==> config.mk <==
export PLATFORM = sky130hd
export DESIGN_NAME = uart_receiver
export DESIGN_NICKNAME = d
export VERILOG_FILES = /design/src/rtl/uart_pkg.sv /design/src/rtl/uart_rx_sync.sv /design/src/rtl/uart_receiver.sv
export SDC_FILE = /design/constraint.sdc
export NUM_CORES = 1
export LEC_CHECK = 0
export ABC_AREA = 1
export CAP_MARGIN = 20
export CORE_ASPECT_RATIO = 1.5
export CORE_MARGIN = 5
export CORE_UTILIZATION = 34
export DETAILED_ROUTE_END_ITERATION = 8
export HOLD_SLACK_MARGIN = 0.15
export SETUP_SLACK_MARGIN = 0.02
export SYNTH_ARGS = -nofsm -noshare
export SYNTH_HDL_FRONTEND = slang
export SYNTH_HIERARCHICAL = 1
export SYNTH_SLANG_ARGS = --single-unit
==> constraint.sdc <==
create_clock -name clk_in -period 1.2 [get_ports clk_in]
set_input_delay 0.24 -clock clk_in [delete_from_list [all_inputs] [get_ports clk_in]]
set_output_delay 0.24 -clock clk_in [all_outputs]
set_load 0.05 [all_outputs]
==> src/rtl/uart_pkg.sv <==
`default_nettype none
// ============================================================================
// Module      : uart_pkg
// Description : Shared types and default constants for the UART receiver.
//               The receiver state enum and the OVERSAMPLE / DATA_BITS
//               defaults live here so the top and any sub-blocks agree.
// Revision    : 1.0 - initial release
// ============================================================================
package uart_pkg;

  // Default number of baud ticks per bit period (even, >= 4).
  localparam int unsigned UART_OVERSAMPLE = 16;
  // Default number of data bits per frame (LSB first on the line).
  localparam int unsigned UART_DATA_BITS  = 8;

  // Receiver FSM states; RX_PARITY is only reachable when parity is built in.
  typedef enum logic [2:0] {
    RX_IDLE   = 3'd0,
    RX_START  = 3'd1,
    RX_DATA   = 3'd2,
    RX_PARITY = 3'd3,
    RX_STOP   = 3'd4
  } rx_state_t;

endpackage : uart_pkg
`default_nettype wire

==> src/rtl/uart_rx_sync.sv <==
`default_nettype none
// ============================================================================
// Module      : uart_rx_sync
// Description : Two-flop synchronizer for the asynchronous serial line plus
//               a falling-edge detector on the synchronized value. All flops
//               reset to 1 so an idle (high) line never looks like an edge.
// Revision    : 1.0 - initial release
// ============================================================================
module uart_rx_sync
  import uart_pkg::*;
(
  input  logic i_clk,
  input  logic i_rst,
  input  logic i_rx,
  output logic o_rxs,
  output logic o_fall
);

  logic r_meta;
  logic r_sync;
  logic r_prev;

  // Synchronizer chain and one-cycle history of the synchronized line.
  always_ff @(posedge i_clk or posedge i_rst) begin
    if (i_rst) begin
      r_meta <= 1'b1;
      r_sync <= 1'b1;
      r_prev <= 1'b1;
    end else begin
      r_meta <= i_rx;
      r_sync <= r_meta;
      r_prev <= r_sync;
    end
  end

  assign o_rxs  = r_sync;
  assign o_fall = r_prev & ~r_sync;

endmodule : uart_rx_sync
`default_nettype wire

==> src/rtl/uart_receiver.sv <==
`default_nettype none
// ============================================================================
// Module      : uart_receiver
// Description : Oversampling UART receiver. Detects a start edge, confirms it
//               at mid-bit, samples DATA_BITS data bits (LSB first) and the
//               stop bit at mid-bit, and holds the last good byte until the
//               consumer acknowledges it. Framing and overrun errors are
//               reported as one-cycle pulses.
//               Optional even parity: define UART_RX_PARITY_EN.
// Revision    : 1.0 - initial release
// ============================================================================
module uart_receiver
  import uart_pkg::*;
#(
  parameter int unsigned OVERSAMPLE = UART_OVERSAMPLE,
  parameter int unsigned DATA_BITS  = UART_DATA_BITS
) (
  input  logic                 clk_in,
  input  logic                 rst,
  input  logic                 clk_baud,
  input  logic                 rx_in,
  input  logic                 rx_ack,
  output logic [DATA_BITS-1:0] data_in,
  output logic                 rx_valid,
  output logic                 busy,
  output logic                 framing_err,
  output logic                 overrun_err,
  output logic                 parity_err
);

  localparam int unsigned CNT_W = $clog2(OVERSAMPLE);
  localparam int unsigned IDX_W = (DATA_BITS > 1) ? $clog2(DATA_BITS) : 1;

  // Tick counts at which the start bit is confirmed and other bits sampled.
  localparam logic [CNT_W-1:0] c_mid_tick  = CNT_W'(OVERSAMPLE/2 - 1);
  localparam logic [CNT_W-1:0] c_last_tick = CNT_W'(OVERSAMPLE - 1);
  localparam logic [IDX_W-1:0] c_last_idx  = IDX_W'(DATA_BITS - 1);

  logic                 w_rxs;
  logic                 w_fall;

  rx_state_t            r_state, w_state_nxt;
  logic [CNT_W-1:0]     r_cnt, w_cnt_nxt;
  logic [IDX_W-1:0]     r_idx, w_idx_nxt;
  logic [DATA_BITS-1:0] r_shift, w_shift_nxt;
  logic                 w_done;
  logic                 w_load;

  logic [DATA_BITS-1:0] r_data;
  logic                 r_valid;
  logic                 r_fe;
  logic                 r_oe;

  uart_rx_sync u_sync (
    .i_clk  (clk_in),
    .i_rst  (rst),
    .i_rx   (rx_in),
    .o_rxs  (w_rxs),
    .o_fall (w_fall)
  );

`ifdef UART_RX_PARITY_EN
  logic r_par, w_par_nxt;
  logic r_pe;
  // Even parity: data ones plus the parity bit must be an even count.
  logic w_par_bad;
  assign w_par_bad = (^r_shift) ^ r_par;
`endif

  // FSM state, tick counter, bit index and shift register.
  always_ff @(posedge clk_in or posedge rst) begin
    if (rst) begin
      r_state <= RX_IDLE;
      r_cnt   <= '0;
      r_idx   <= '0;
      r_shift <= '0;
`ifdef UART_RX_PARITY_EN
      r_par   <= 1'b0;
`endif
    end else begin
      r_state <= w_state_nxt;
      r_cnt   <= w_cnt_nxt;
      r_idx   <= w_idx_nxt;
      r_shift <= w_shift_nxt;
`ifdef UART_RX_PARITY_EN
      r_par   <= w_par_nxt;
`endif
    end
  end

  // Next-state logic; everything but the idle edge check waits for a tick.
  always_comb begin
    w_state_nxt = r_state;
    w_cnt_nxt   = r_cnt;
    w_idx_nxt   = r_idx;
    w_shift_nxt = r_shift;
    w_done      = 1'b0;
`ifdef UART_RX_PARITY_EN
    w_par_nxt   = r_par;
`endif
    case (r_state)
      RX_IDLE: begin
        w_cnt_nxt = '0;
        w_idx_nxt = '0;
        if (w_fall) w_state_nxt = RX_START;
      end
      RX_START: if (clk_baud) begin
        if (r_cnt == c_mid_tick) begin
          w_cnt_nxt   = '0;
          w_idx_nxt   = '0;
          // Line back high at mid start bit means a glitch, not a frame.
          w_state_nxt = w_rxs ? RX_IDLE : RX_DATA;
        end else begin
          w_cnt_nxt = r_cnt + 1'b1;
        end
      end
      RX_DATA: if (clk_baud) begin
        if (r_cnt == c_last_tick) begin
          w_cnt_nxt   = '0;
          w_shift_nxt = {w_rxs, r_shift[DATA_BITS-1:1]};
          if (r_idx == c_last_idx) begin
            w_idx_nxt   = '0;
`ifdef UART_RX_PARITY_EN
            w_state_nxt = RX_PARITY;
`else
            w_state_nxt = RX_STOP;
`endif
          end else begin
            w_idx_nxt = r_idx + 1'b1;
          end
        end else begin
          w_cnt_nxt = r_cnt + 1'b1;
        end
      end
`ifdef UART_RX_PARITY_EN
      RX_PARITY: if (clk_baud) begin
        if (r_cnt == c_last_tick) begin
          w_cnt_nxt   = '0;
          w_par_nxt   = w_rxs;
          w_state_nxt = RX_STOP;
        end else begin
          w_cnt_nxt = r_cnt + 1'b1;
        end
      end
`endif
      RX_STOP: if (clk_baud) begin
        if (r_cnt == c_last_tick) begin
          w_cnt_nxt   = '0;
          w_done      = 1'b1;
          w_state_nxt = RX_IDLE;
        end else begin
          w_cnt_nxt = r_cnt + 1'b1;
        end
      end
      default: begin
        w_state_nxt = RX_IDLE;
        w_cnt_nxt   = '0;
        w_idx_nxt   = '0;
      end
    endcase
  end

  // A good stop bit commits the byte; a low stop bit only raises an error.
  assign w_load = w_done & w_rxs;

  // Held byte, valid handshake and one-cycle error pulses.
  always_ff @(posedge clk_in or posedge rst) begin
    if (rst) begin
      r_data  <= '0;
      r_valid <= 1'b0;
      r_fe    <= 1'b0;
      r_oe    <= 1'b0;
`ifdef UART_RX_PARITY_EN
      r_pe    <= 1'b0;
`endif
    end else begin
      r_fe <= w_done & ~w_rxs;
      r_oe <= w_load & r_valid & ~rx_ack;
`ifdef UART_RX_PARITY_EN
      r_pe <= w_load & w_par_bad;
`endif
      if (w_load) begin
        r_data  <= r_shift;
        r_valid <= 1'b1;
      end else if (rx_ack) begin
        r_valid <= 1'b0;
      end
    end
  end

  assign data_in     = r_data;
  assign rx_valid    = r_valid;
  assign busy        = (r_state != RX_IDLE);
  assign framing_err = r_fe;
  assign overrun_err = r_oe;
`ifdef UART_RX_PARITY_EN
  assign parity_err  = r_pe;
`else
  assign parity_err  = 1'b0;
`endif

endmodule : uart_receiver
`default_nettype wire

After elaboration in Yosys (flattened, before gate mapping)
Cells that the tools add are included.

operators by class
  add/sub/neg operators = 2
  eq/ne operators = 15
  multiplexer cells = 26
  bitwise operators = 8
  reductions and logical operators = 8

operators by type and width
  kind                                           count
  two-way mux 3 bit                              13
  two-way mux 4 bit                              4
  != test 2 bit, second input constant           7
  one-hot mux 3 bit (4 select lines)             1
  one-hot mux 3 bit (3 select lines)             1
  one-hot mux 4 bit (2 select lines)             1
  AND reduction 8 bit                            1
  == test 3 bit, second input constant           2
  AND 1 bit                                      5
  two-way mux 1 bit                              5
  AND reduction 5 bit                            1
  adder 4 x 1 -> 4 bit, second input constant    1
  == test 4 x 3 -> 1 bit, second input constant  1
  == test 4 bit, second input constant           1
  != test 2 x 1 -> 1 bit, second input constant  2
  adder 3 x 1 -> 3 bit, second input constant    1
  == test 3 x 1 -> 1 bit, second input constant  1
  == test 3 x 2 -> 1 bit, second input constant  1
  zero test 3 bit                                1
  inverter 1 bit                                 3
  AND reduction 3 bit                            1
  nonzero test 3 bit                             1
  two-way mux 2 bit                              1
  AND reduction 2 bit                            1
  2 further kinds                                2

storage, ports and cells
  flip-flop bits (word level) = 32
  bits of input ports = 5
  logic and storage cells = 70

Depth between registers and ports, before layout
Gate-level depths: netlist (run 1).

  depth in word-level cells = 7
  depth in mapped cells = 10
  mapped depth without buffers = 10

By module
The synthesis (run 1) kept the hierarchy.

by module, submodules not included
  module         times used  cells an instance  area each (µm²)  sequential area each (µm²)
  uart_receiver  1           174                1532.7           725.7
  uart_rx_sync   1           6                  92.6             78.8

Least setup slack after synthesis (run 1)
Ideal clock, no wire load.

  path type = register to register
  start = reg r_cnt[0]
  end = reg r_state[1]
  library setup time = 0.117 ns
  arrival = 1.188 ns
  slack = -0.105 ns
  cell stages (with the launch flop) = 11
  cell sequence = dfrtp_1 ha_1 nand2_1 inv_1 nand2_1 nand2_1 nand2_1 nor2_2 nand2_1 nand2_1 nand2_1

between the ends
  word-level cells in the longest chain between the ends = 3
  elaborated cells between the ends (all ways) = 6
  classes of those cells = eq/ne: 5; reduce/logical: 1

RTL lines
  item                                                            line                                                              RTL
  from (decl)                                                     uart_receiver.sv:43                                               logic [CNT_W-1:0] r_cnt, w_cnt_nxt;
  from (signal assigned)                                          uart_receiver.sv:82                                               r_cnt <= w_cnt_nxt;
  == test 4 bit / == test 4 x 3 -> 1 bit (equally long branches)  uart_receiver.sv:118, uart_receiver.sv:147, uart_receiver.sv:108
  != test 2 bit (no line)                                         --
  AND reduction 8 bit (no line) *                                 --
  to (signal assigned)                                            uart_receiver.sv:81                                               r_state <= w_state_nxt;
  to (decl)                                                       uart_receiver.sv:42                                               rx_state_t r_state, w_state_nxt;

Mark *: on every way between the ends. The rest lies on a longest branch, timed or not.
A chain may end at the register's enable or synchronous reset.

Worst setup path after layout (run 1)
  start = reg r_cnt[1]
  end = reg r_cnt[0]

between the ends
  word-level cells in the longest chain between the ends = 4
  elaborated cells between the ends (all ways) = 7
  classes of those cells = eq/ne: 2; mux: 5

RTL lines
  item                                                            line                                                              RTL
  == test 4 bit / == test 4 x 3 -> 1 bit (equally long branches)  uart_receiver.sv:118, uart_receiver.sv:147, uart_receiver.sv:108
  two-way mux 4 bit (on tied branches)                            uart_receiver.sv:118, uart_receiver.sv:147, uart_receiver.sv:108
  two-way mux 4 bit (on tied branches)                            uart_receiver.sv:117, uart_receiver.sv:107
  one-hot mux 4 bit (2 select lines) *                            uart_receiver.sv:101                                              case (r_state)

Mark *: on every way between the ends. The rest lies on a longest branch, timed or not. The select of a mux whose other input is x is not followed.

==> flow_summary.yaml, run 1 <==
run_status:
  status: "finished with violations"
  violations: "negative setup slack"
worst_setup_path:
  critPathKind: "flip-flop to flip-flop"
  startpoint_type: "flip-flop"
  crit_arrival_ns: 1.60
  critPathMaxStageDelay_ns: 0.40
  r2r-end: "r_cnt[0]"
  worst-path-max-fanout: 5
  critPathSlowestCell: "dfrtp_1"
  rr_worst_depth: 9
  path_common_cell: "nor2_2"
  end_kind: "flip-flop"
  reg2reg_slack_ns: -0.21
  worstPathRequired_ns: 1.38
  crit_chain: "ha_4 > buf_6 > nand2_4 > nor2_2 > nor2_2 > nor2_4 > nand2_2 > nand3b_1 > nand2_1"
  crit_start: "r_cnt[1]"
  r2r-start: "r_cnt[1]"
finish:
  diodes: 0
  nets: 249
  area_delta_synth_final_pct: 64.05
  final_cells: 306
  drive_gt1_share_pct: 58.26
  fillers: 383
power_and_ir_drop:
  pwr-share-comb_pct: 51.1
  p_leak_nw: 1.258
  p_sw_w: 0.001763
  p_clk_share_pct: 19.3
  internal_power_w: 0.002650
  pwr-share-seq_pct: 29.6
  switching_share_pct: 39.95
  power_density_nw_per_um2: 1655
  peakVddDrop_mv: 0.9295
routing:
  drt_iter0_drc: 50
  wl_per_cell_um: 12.49
  via_per_inst: 4.595
  vias: 1406
  drt-pass1-iter-count: 4
  drc: 0
  postRouteAntennaNets: 0
  drt-total-wl_um: 3822
floorplan:
  dieArea_um2: 6291
  die_y_um: 94.68
  initial_core_util_pct: 35.49
  die_w_um: 66.45
  ios: 18
  core.rowCount: 30
  core_area_um2: 4579
placed_design:
  io_buffers: 16
  dpl.hpwl_um: 2341
  placed_cells: 283
  gp_congestion: 0.7704
timing:
  grt_setup_unrepaired: "yes"
  finalHoldViolCount: 0
  finalSetupViolations: 29
  timing.final.crit_share_pct: 117.8
  fin_ws_ns: -0.2140
  whs_ns: 0.3272
  fmax_mhz: 707.2
  fin_skew_ns: 0.007695
  fin_crit_ns: 1.414
  slew_viol_final: 0
global_routing:
  grt_max_degree: 30
  grt_pass1_wl_um: 6837
  gr-total-overflow: 0
  grt_pass1_vias: 1465
  globalRouteTotalUtil_pct: 14.42
  grt_antenna_before_repair: 0
yosys:
  yosys_warnings: 6
  yosysSeqAreaShare_pct: 49.50
  synth_area_um2: 1625
  ys_ff_latch: 32
  synth_cell_types: 30
  syn_inst: 180
  avgSynthCellArea_um2: 9.029
  syn_nets: 188
clock_network:
  insertion_delay_ns: 0.29
  cts_tree: "yes"
  ctsHoldBuffers: 0
  cts-root-buf: "clkbuf_8"
  cts.sinks: 32
  cts.htree.levels: 2
  cts-buffers-inserted: 5
  cts.clk_slew.worst_paths_ns: 0.07
  clockBufferDepth: 2
min_path:
  hp-class: "input port to asynchronous set/reset pin"
job:
  maxCapViolCount: 0
[cells by family after synthesis]
logic type | share of synthesized area, %
AND/OR/NAND/NOR | 30.79
flip-flops | 49.50
buffers and inverters | 8.699
AO/OA/AOI/OAI | 7.929
adder cells (fa/ha/maj) | 2.310
XOR/XNOR | 0.5390
other | 0.2307
[metrics by stage]
stage                     utilization, %  power (W)  instance area, um2  TNS (ns)  worst slack (ns)
after floorplan                        -   0.002353                1648   -0.6407          -0.04648
after global placement             47.65   0.002997                2182    -5.879           -0.2932
after detailed placement           47.65   0.003013                2182    -6.105           -0.3026
after CTS                          55.66   0.004356                2549    -4.157           -0.2277
after global routing               58.22   0.004711                2666    -6.658           -0.3192
final                              58.22   0.004413                2666    -4.642           -0.2140
[power by group through the flow]
stage               clock (W)  combinational [W]  sequential [W]
floorplan                   0            0.00104         0.00131
global route         0.000921            0.00247         0.00132
global placement            0            0.00167         0.00132
CTS                  0.000881            0.00217         0.00130
finish               0.000851            0.00226         0.00130
detailed placement          0            0.00168         0.00133
[routing by layer]
layer,global-route usage (%),share of wire [%]
met3,2.857,2.0
met2,24.77,58
met5,0,0
met1,16.02,38
met4,8.814,2.7
[final cells by class]
type / instances / area, um2 / area share (%)
multi-input cells: 119 / 929.6 / 34.87
well taps: 64 / 80.08 / 3.003
repair buffers: 57 / 654.4 / 24.54
clock buffers: 8 / 90.09 / 3.379
flip-flops and latches: 32 / 807.0 / 30.27
inverters: 26 / 105.1 / 3.942
[flip-flops by register name, summed over array words and instances (netlist names)]
name           count
data_in            8
r_shift            8
r_cnt              4
r_idx              3
r_state            3
framing_err        1
overrun_err        1
rx_valid           1
u_sync/o_rxs       1
u_sync/r_meta      1
u_sync/r_prev      1
[cells in the final DEF, fill, tap and decap left out, types with 3 or more instances in the layout]
cell	synthesis	routed
nor2_4	2	6
nand3_4	1	4
nand3_2	3	5
clkdlybuf4s50_1	0	4
buf_12	0	13
nand2_1	50	28
nand2_4	1	6
buf_4	1	32
inv_4	1	3
nand4_1	3	3
nand3b_1	3	3
nor2_2	6	7
buf_6	3	5
dfstp_2	3	3
nand2_2	1	17
clkbuf_8	0	6
nand3_1	11	6
o21ai_2	8	15
inv_2	4	5
inv_1	21	18
nor2_1	9	4
dfrtp_1	29	27
[synth_stat cells (all sizes together)]
cell	n	area (um2)
buf	4	41.29
nor3	1	10.01
nand3b	3	22.52
nand3	15	102.6
nor4	1	6.260
dfstp	3	78.83
nand4	4	40.04
ha	3	37.54
xor2	1	8.760
o21ai	17	115.1
inv	26	100.1
nor2	18	113.9
nand2	52	205.2
dfrtp	29	725.7
a21oi	2	13.76
conb	1	3.750
[timing repair]
item	4_1_cts	5_1_grt
pin swaps	9	10
resized for setup	49	21
endpoints found under the setup margin	30	30
cloned	2	0
buffers inserted	9	6
hold endpoints to repair	0	0
[how the worst max path moves through the flow]
stage	to	slack [ns]
finish	r_cnt[0]	-0.21
global route	r_state[1]	-0.32
CTS	busy	-0.23
detailed placement	data_in[0]	-0.30
global placement	r_state[2]	-0.29
floorplan	data_in[7]	-0.05
[worst max-delay path: cells and delay by family, from the launching register on]
| family | cells | cell delay (ns) |
|---|---|---|
| adder cells (fa/ha/maj) | 1 | 0.18 |
| flip-flops | 1 | 0.40 |
| AND/OR/NAND/NOR | 7 | 0.64 |
| buffers and inverters | 1 | 0.10 |
Power figures use the tool's default switching activity.
==> inputs of run 2 (changes only) <==
- CORE_ASPECT_RATIO: 1.5 -> default
==> run 2 against run 1 <==
Effect of this change: the run still ends with negative setup slack left; power up 11%; clock skew shrank 0.00058 ns; clock power grew 2%; worst hold slack worse by 0.018 ns.
==> flow_summary.yaml, run 2 (synthesized netlist as in run 1, its figures left out) <==
floorplan:
  ios: 18
  die_w_um: 79.14
  core_area_um2: 4692
  initial_core_util_pct: 34.64
  core.rowCount: 25
  dieArea_um2: 6263
  die_y_um: 79.14
clock_network:
  clockBufferDepth: 2
  ctsHoldBuffers: 0
  cts.sinks: 32
  cts.clk_slew.worst_paths_ns: 0.07
  cts_tree: "yes"
  cts-root-buf: "clkbuf_8"
  cts.htree.levels: 2
  insertion_delay_ns: 0.29
  cts-buffers-inserted: 5
placed_design:
  gp_congestion: 0.7896
  placed_area_um2: 2167
  dp_slack_ns: -0.2911
  placed_cells: 271
  dpl.hpwl_um: 2333
  io_buffers: 16
power_and_ir_drop:
  pwr-share-seq_pct: 26.1
  peakVddDrop_mv: 0.9388
  p_clk_share_pct: 17.7
  power_density_nw_per_um2: 1862
  pwr-share-comb_pct: 56.2
  p_leak_nw: 1.253
  internal_power_w: 0.002974
  p_sw_w: 0.001922
  switching_share_pct: 39.25
timing:
  finalHoldViolCount: 0
  fin_crit_ns: 1.399
  whs_ns: 0.3087
  finalSetupViolations: 29
  fin_ws_ns: -0.1992
  fmax_mhz: 714.7
  fin_skew_ns: 0.007114
  slew_viol_final: 0
  grt_setup_unrepaired: "yes"
  timing.final.crit_share_pct: 116.6
routing:
  postRouteAntennaNets: 0
  drt-pass1-iter-count: 4
  drc: 0
  via_per_inst: 4.677
  wl_per_cell_um: 12.65
  drt_iter0_drc: 83
  drt-total-wl_um: 3718
  vias: 1375
finish:
  area_delta_synth_final_pct: 61.82
  nets: 247
  stdcell_area_um2: 2630
  mostFrequentLayoutCells: "buf_4, dfrtp_1, nand2_2, nand2_1, inv_1"
  fin_util_pct: 56.05
  final_common_cell: "buf_4"
  final_cells: 294
  diodes: 0
  drive_gt1_share_pct: 58.75
worst_setup_path:
  r2r-end: "r_state[1]"
  worstPathRequired_ns: 1.38
  r2r-start: "r_cnt[1]"
  rr_worst_depth: 10
  critPathKind: "flip-flop to flip-flop"
  reg2reg_slack_ns: -0.20
  worst-path-max-fanout: 4
  crit_arrival_ns: 1.58
  startpoint_type: "flip-flop"
  end_kind: "flip-flop"
  crit_end: "r_state[1]"
  crit_start: "r_cnt[1]"
global_routing:
  grt_pass1_wl_um: 6313
  grt_antenna_before_repair: 0
  grt_max_degree: 30
  globalRouteTotalUtil_pct: 12.64
  grt_pass1_vias: 1414
  gr-total-overflow: 0
min_path:
  hp-class: "input port to asynchronous set/reset pin"
run_status:
  violations: "negative setup slack"
  status: "finished with violations"
job:
  maxCapViolCount: 0
==> run 2: changes by cell type in the layout (fill, tap and decap cells not counted), sizes merged <==
cell      before  now
clkbuf         8    7
buf           53   51
clkinvlp       0    1
==> run 2: worst min-delay path by stage <==
| stage | from | endpoint | slack (ns) | cells past startpoint |
|---|---|---|---|---|
| after detailed placement | u_sync/r_meta | u_sync/o_rxs | 0.35 | 0 |
| final | rst | r_state[1] | 0.31 | 3 |
| after CTS | rst | r_state[1] | 0.32 | 3 |
| after global placement | u_sync/r_meta | u_sync/o_rxs | 0.35 | 0 |
| after floorplan | rst | u_sync/o_rxs | 0.17 | 1 |
| after global routing | rst | r_state[1] | 0.36 | 3 |
==> run 2: critical path, stage by stage (launching register included) <==
cell and delay, ns:
dfrtp_1 0.42, ha_4 0.20, nand2_4 0.07, inv_2 0.08, nand2_2 0.06, nand2_2 0.08, nand2_4 0.06, nor2_4 0.15
nand2_2 0.07, nand2_1 0.06, nand2_1 0.05
==> run 2: layout make-up <==
class / instances / area [um2]
clock buffers: 7 / 86.33
clock inverters: 1 / 7.507
fillers: 382 / 2062
inverters: 26 / 107.6
multi-input cells: 119 / 937.1
flip-flops and latches: 32 / 807.0
well taps: 54 / 67.56
repair buffers: 55 / 616.8
==> run 2: repair_timing <==
action | 4_1_cts | 5_1_grt
pin swaps | 19 | 15
buffers inserted | 11 | 3
endpoints found under the setup margin | 28 | 30
gates cloned | 1 | 0
hold endpoints to repair | 0 | 0
gates resized for setup | 52 | 16
==> run 2: power by group through the flow <==
stage | sequential [W] | clock (W) | combinational (W)
floorplan | 0.00131 | 0 | 0.00104
global placement | 0.00132 | 0 | 0.00172
detailed placement | 0.00132 | 0 | 0.00173
CTS | 0.00128 | 0.000898 | 0.00248
global route | 0.00129 | 0.000943 | 0.00299
finish | 0.00128 | 0.000867 | 0.00275
==> run 2: metal layers <==
layer	vias to the layer above	track usage, %	share of wire [%]
met2	20	22.22	52
met5	-	0	0
met4	0	3.093	1.6
met1	659	15.21	43
met3	7	3.515	3.6
li1	689	-	-
==> run 2: metrics by stage <==
stage | setup TNS (ns) | total power [W]
2_1_floorplan | -0.6407 | 0.002353
3_3_place_gp | -5.855 | 0.003036
3_5_place_dp | -6.221 | 0.003047
4_1_cts | -3.282 | 0.004654
5_1_grt | -6.421 | 0.005214
6_report | -4.812 | 0.004896
==> RTL change 1 (settings of run 1) <==
Encoding of `rx_state_t`: now Gray code (3 bits for 5 states).
--- a/src/rtl/uart_pkg.sv
+++ b/src/rtl/uart_pkg.sv
@@ -16,9 +16,9 @@
   // Receiver FSM states; RX_PARITY is only reachable when parity is built in.
   typedef enum logic [2:0] {
-    RX_IDLE   = 3'd0,
-    RX_START  = 3'd1,
-    RX_DATA   = 3'd2,
-    RX_PARITY = 3'd3,
-    RX_STOP   = 3'd4
+    RX_IDLE   = 3'b000,
+    RX_START  = 3'b001,
+    RX_DATA   = 3'b011,
+    RX_PARITY = 3'b010,
+    RX_STOP   = 3'b110
   } rx_state_t;
 
Function: no difference found for any inputs over 10 cycles, from zero or initial values and one cycle with rst high; not proved beyond that.
==> RTL change 1 against run 1 <==
  * The run still ends with setup timing left
  * Worst setup slack improved by 0.041 ns
  * Sequential cell count did not move
  * Count of clock-buffer cells in the layout is 1 lower
  * Wire length shrank 7.2%
  * Hold slack worse by 0.0040 ns
  * Global-route usage fell by 1.6 points
  * Power is 8.5% lower
  * Synthesized area down 6.2%
  * Cell area shrank 10%
  * Non-clock buffer count down 12
  * First-iteration DRC count rose by 40%
  * Synthesized cell count fell by 11%
==> RTL change 1: results (changes against run 1) <==
The run finished, with violations left. The checks that failed: setup timing. The logs give 5710 um (-17%) for the global-route wire length before repair and 0.825 (+7.1%) for the final weighted congestion in routability-driven placement.

Met1 layer usage reported by global route: 12.6% (-3.5 points). The routed wire length on met2 was 1990 um (-9.8%). Power after layout: 4.04 mW (-8.5%). The run gives 217 (-13%) as the total number of nets in the final design.

The count of placed standard cells including taps was 240 (-15%). The detailed route wirelength on metal3 was 157 um (+100%); the total nets after synthesis was 169 (-10%). The synthesized-area fraction occupied by adder cells is 2.46% (+0.15 points), and the insertion delay of the later-clocked pin in the worst-skew pair is 0.28 ns. The maximum fanout along the worst path works out to 18 (+13). For the number of fillers in the final layout, the log shows 372 (-2.9%). The number of gates resized after CTS was 17 (-65%); the critical path's largest stage delay was 0.40 ns (about the same). Counting instances in the post-synthesis netlist gives the leading cell types as sky130_fd_sc_hd__nand2_1, sky130_fd_sc_hd__dfrtp_1, sky130_fd_sc_hd__inv_1. The total cell area at the placement stage is 0.00205 sq mm (-6.1%). The final sum of negative setup slack is -3.19 ns (+1.45 ns), and the post-synthesis compound-gate area fraction is 9.76% (+1.8 points). The run gives 1.66 mV (+78%) as the worst voltage drop across the vdd grid. Synthesized instance count: 161 (-11%). The launch instance of the worst register-to-register path was r_cnt[0]$_DFFE_PP0P_.

The total internal power came out at 2.64 mW (-0.30%). The worst setup path is of the register to register kind. Signal routing reaches up to met4.

The tools report the leakage power total as 1.11 nW (-12%). The worst setup timing slack at the placement stage came out at -0.235 ns (+0.0679 ns). The sequential cell area fraction in the yosys report was 52.7% (+3.2 points); the final setup violation count was 28 (-3.4%).

The share of flip-flops with an asynchronous set or reset after synthesis is 100% (unchanged), and the least setup slack across all paths after layout is -0.173 ns (+0.0410 ns). The ratio of routed vias to standard cells came out at 4.88 (+6.3%). The clock-net power was 1.12 mW (+32%). The global routing met3 resource utilization is 3.18% (+0.32 points).

The tools report the number of buffers added for setup after CTS as 4 (-5). Detailed router's first-iteration violation count: 70 (+40%). The clock skew after layout is 0.00566 ns (-0.00204 ns). The run gives 1.67 mW (-26%) as the combinational cell power. Yosys attributes the largest share of cell area to sky130_fd_sc_hd__dfrtp_1, sky130_fd_sc_hd__nand2_1, sky130_fd_sc_hd__dfstp_2. The number of global-route vias before repair is 1,276 (-13%), and the overall fraction of global-route tracks in use is 12.8% (-1.6 points). The routed metal-1 wirelength came out at 1230 um (-14%).

Total wirelength of the detailed-routed design: 3550 um (-7.2%). The signal arrival time at the worst endpoint came out at 1.55 ns (-0.05 ns). The ratio of cells with drive above 1 in the final layout was 47.6% (-11 points); the post-DP HPWL was 2410 um (+3.1%). The fraction of synthesized cell area in xor and xnor cells came out at 0.574% (+0.035 points). For the final instance count without filler cells, the log shows 256 (-16%). The tools report the met2 usage in global routing as 23.7% (-1.1 points). The distinct cell type count after synthesis is 29 (-3.3%).
[RTL change 1: path summary, 6_finish.rpt]
kind / endpoint / slack (ns) / cells after the start
worst max-delay path: data_in[1]$_DFFE_PP0P_ / -0.17 / 7
worst min-delay path: r_shift[6]$_DFFE_PP0P_ / 0.32 / 3
worst max register to register: data_in[1]$_DFFE_PP0P_ / -0.17 / 7
worst min register to register: u_sync/o_rxs$_DFF_PP1_ / 0.36 / 0
max in group asynchronous: r_state[2]$_DFFE_PP0P_ / 0.71 / 3
min in group clk_in: u_sync/o_rxs$_DFF_PP1_ / 0.36 / 0
[RTL change 1: cell type report]
type | count | area [sq um] | area share [%]
Multi-Input combinational cell | 104 | 768 | 32.1
Clock inverter | 1 | 30.0 | 1.26
Sequential cell | 32 | 807 | 33.8
Tap cell | 46 | 57.6 | 2.41
Clock buffer | 7 | 96.3 | 4.03
Timing Repair Buffer | 45 | 546 | 22.8
Inverter | 21 | 86.3 | 3.61
==> RTL change 2 (config.mk and constraints of run 1) <==
Made on the original files. The option `UART_RX_PARITY_EN` is turned on by a define.
--- a/src/rtl/uart_receiver.sv
+++ b/src/rtl/uart_receiver.sv
@@ -10,4 +10,6 @@
 // Revision    : 1.0 - initial release
 // ============================================================================
+`define UART_RX_PARITY_EN
+
 module uart_receiver
   import uart_pkg::*;
Check against the original RTL: same outputs for any inputs over 10 cycles, from zero or initial values and one cycle with rst high; that may be too few to reach the edited logic, so the function may still have changed.
==> RTL change 2 against run 1 <==
  * The run still ends with setup timing left
  * Hold slack got worse by 0.014 ns
  * Sequential cell count increased by 2
  * Synthesized area increased by 7.5%
  * Power decreased by 13%
  * Cell area decreased by 0.47%
  * Wire length increased by 0.13%
  * Sequential share of layout area increased by 1.9 points
  * Global-route usage decreased by 1.6 points
  * Worst setup slack got worse by 0.0050 ns
  * Critical endpoint is now r_shift[1]$_DFFE_PP0P_
  * Largest cell class unchanged
  * Largest power group unchanged
==> RTL change 2: results (changes against run 1) <==
The end of the worst register-to-register path is r_shift[1]$_DFFE_PP0P_. The tools report the least setup slack across all paths after layout as -0.219 ns (-0.00501 ns). The count of buffers from port buffering was 17 (+1). Counting instances in the post-synthesis netlist gives the leading cell types as sky130_fd_sc_hd__nand2_1, sky130_fd_sc_hd__dfrtp_1, sky130_fd_sc_hd__inv_1. The worst voltage drop across the vdd grid is 1.28 mV (+38%), and the maximum fanout along the worst path is 16 (+11). The flow ran to the end, but the final reports show violations.

The final setup violation count is 31 (+6.9%), and the mean instance size in the synthesized netlist is 8.44 sq um (-6.5%). The total number of nets in the final design came out at 274 (+10%). The number of fillers in the final layout was 466 (+22%); the ratio of cells with drive above 1 in the final layout was 42.7% (-16 points).

The tools report the total nets after synthesis as 215 (+14%). The ratio of routed vias to standard cells works out to 4.55 (-0.99%). Final weighted congestion in routability-driven placement: 0.787 (+2.1%). In the post-synthesis netlist, the biggest area contributors are sky130_fd_sc_hd__dfrtp_1, sky130_fd_sc_hd__nand2_1, sky130_fd_sc_hd__inv_1. For the met1 layer usage reported by global route, the log shows 13.8% (-2.2 points).

Sequential cell area fraction in the yosys report: 48.9% (-0.61 points). The count of placed standard cells including taps is 311 (+9.9%). The tools report the worst hold margin as 0.313 ns (-0.0141 ns). The leakage power total was 1.30 nW (+3.7%); the detailed router's first-iteration violation count was 61 (+22%). The number of vias after detailed routing is 1,524 (+8.4%), and the clock skew after layout is 0.00917 ns (+0.00147 ns). The global-route wire length before repair is 6500 um (-4.9%). The logs give 22.7% (-2.1 points) for the met2 usage in global routing and 2440 um (+4.4%) for the post-DP HPWL. The final reports fail on setup timing. The final sum of negative setup slack was -5.81 ns (-1.17 ns); the distinct cell type count after synthesis was 28 (-6.7%).

The logs give 2.76% (-0.095 points) for the global routing met3 resource utilization and -0.338 ns (-0.0357 ns) for the worst setup timing slack at the placement stage. The critical path's largest stage delay was 0.36 ns (-0.04 ns); the overall fraction of global-route tracks in use was 12.8% (-1.6 points).
[RTL change 2: area by class of cell]
class / count / area, sq um / area share [%]
clock buffers: 6 / 82.6 / 3.11
clock inverters: 2 / 12.5 / 0.471
inverters: 34 / 135 / 5.09
multi-input cells: 139 / 910 / 34.3
flip-flops and latches: 34 / 855 / 32.2
well taps: 68 / 85.1 / 3.21
repair buffers: 52 / 574 / 21.6
[RTL change 2: worst max path at each step]
stage	startpoint	to	slack [ns]	cells after the start
6_report	r_cnt[0]$_DFFE_PP0P_	r_shift[1]$_DFFE_PP0P_	-0.22	8
5_1_grt	r_cnt[3]$_DFFE_PP0P_	r_state[0]$_DFFE_PP0P_	-0.32	7
4_1_cts	r_cnt[0]$_DFFE_PP0P_	r_state[2]$_DFFE_PP0P_	-0.20	10
3_5_place_dp	clk_baud	data_in[1]$_DFFE_PP0P_	-0.34	6
3_3_place_gp	clk_baud	data_in[6]$_DFFE_PP0P_	-0.31	6
2_1_floorplan	r_cnt[0]$_DFFE_PP0P_	r_shift[1]$_DFFE_PP0P_	-0.12	9
[RTL change 2: per-stage QoR]
| step | utilization (%) | area, sq um |
|---|---|---|
| after floorplan | - | 1750 |
| after global placement | 44.6 | 2270 |
| after detailed placement | 44.6 | 2270 |
| after CTS | 50.2 | 2550 |
| after global routing | 52.2 | 2650 |
| final | 52.2 | 2650 |
[RTL change 2: where the power goes]
group	internal, mW	switching, mW	total [mW]
Combinational	0.715	0.929	1.64
Clock	0.461	0.420	0.881
Sequential	1.24	0.0699	1.31
Total	2.41	1.42	3.83
[RTL change 2: kinds of logic after synthesis]
group,count (synthesis),share of synthesized area (%)
AND/OR/NAND/NOR,102,28.8
buffers and inverters,36,8.59
flip-flops,34,48.9
AO/OA/AOI/OAI,31,11.0
adder cells (fa/ha/maj),3,2.15
XOR/XNOR,1,0.501
[RTL change 2: layer usage]
metal / wire [um] / up-vias
li1: - / 772
met1: 1460 / 722
met2: 2140 / 23
met3: 128 / 7
met4: 99 / 0
met5: 0 / -
[RTL change 2: worst max-delay path, delay by kind of cell, from the launching register on]
| family | cells | cell delay (ns) |
|---|---|---|
| AOI/OAI and AO/OA | 1 | 0.06 |
| adders and majority gates | 1 | 0.22 |
| buffers and inverters | 1 | 0.08 |
| DFF | 1 | 0.36 |
| and+or+nand+nor | 5 | 0.57 |
[RTL change 2: what timing repair did]
item                                    4_1_cts  5_1_grt
gates cloned                                  2        0
pin swaps                                    14        7
resized for setup                            25       19
endpoints found under the setup margin       31       32
setup buffers                                11        3
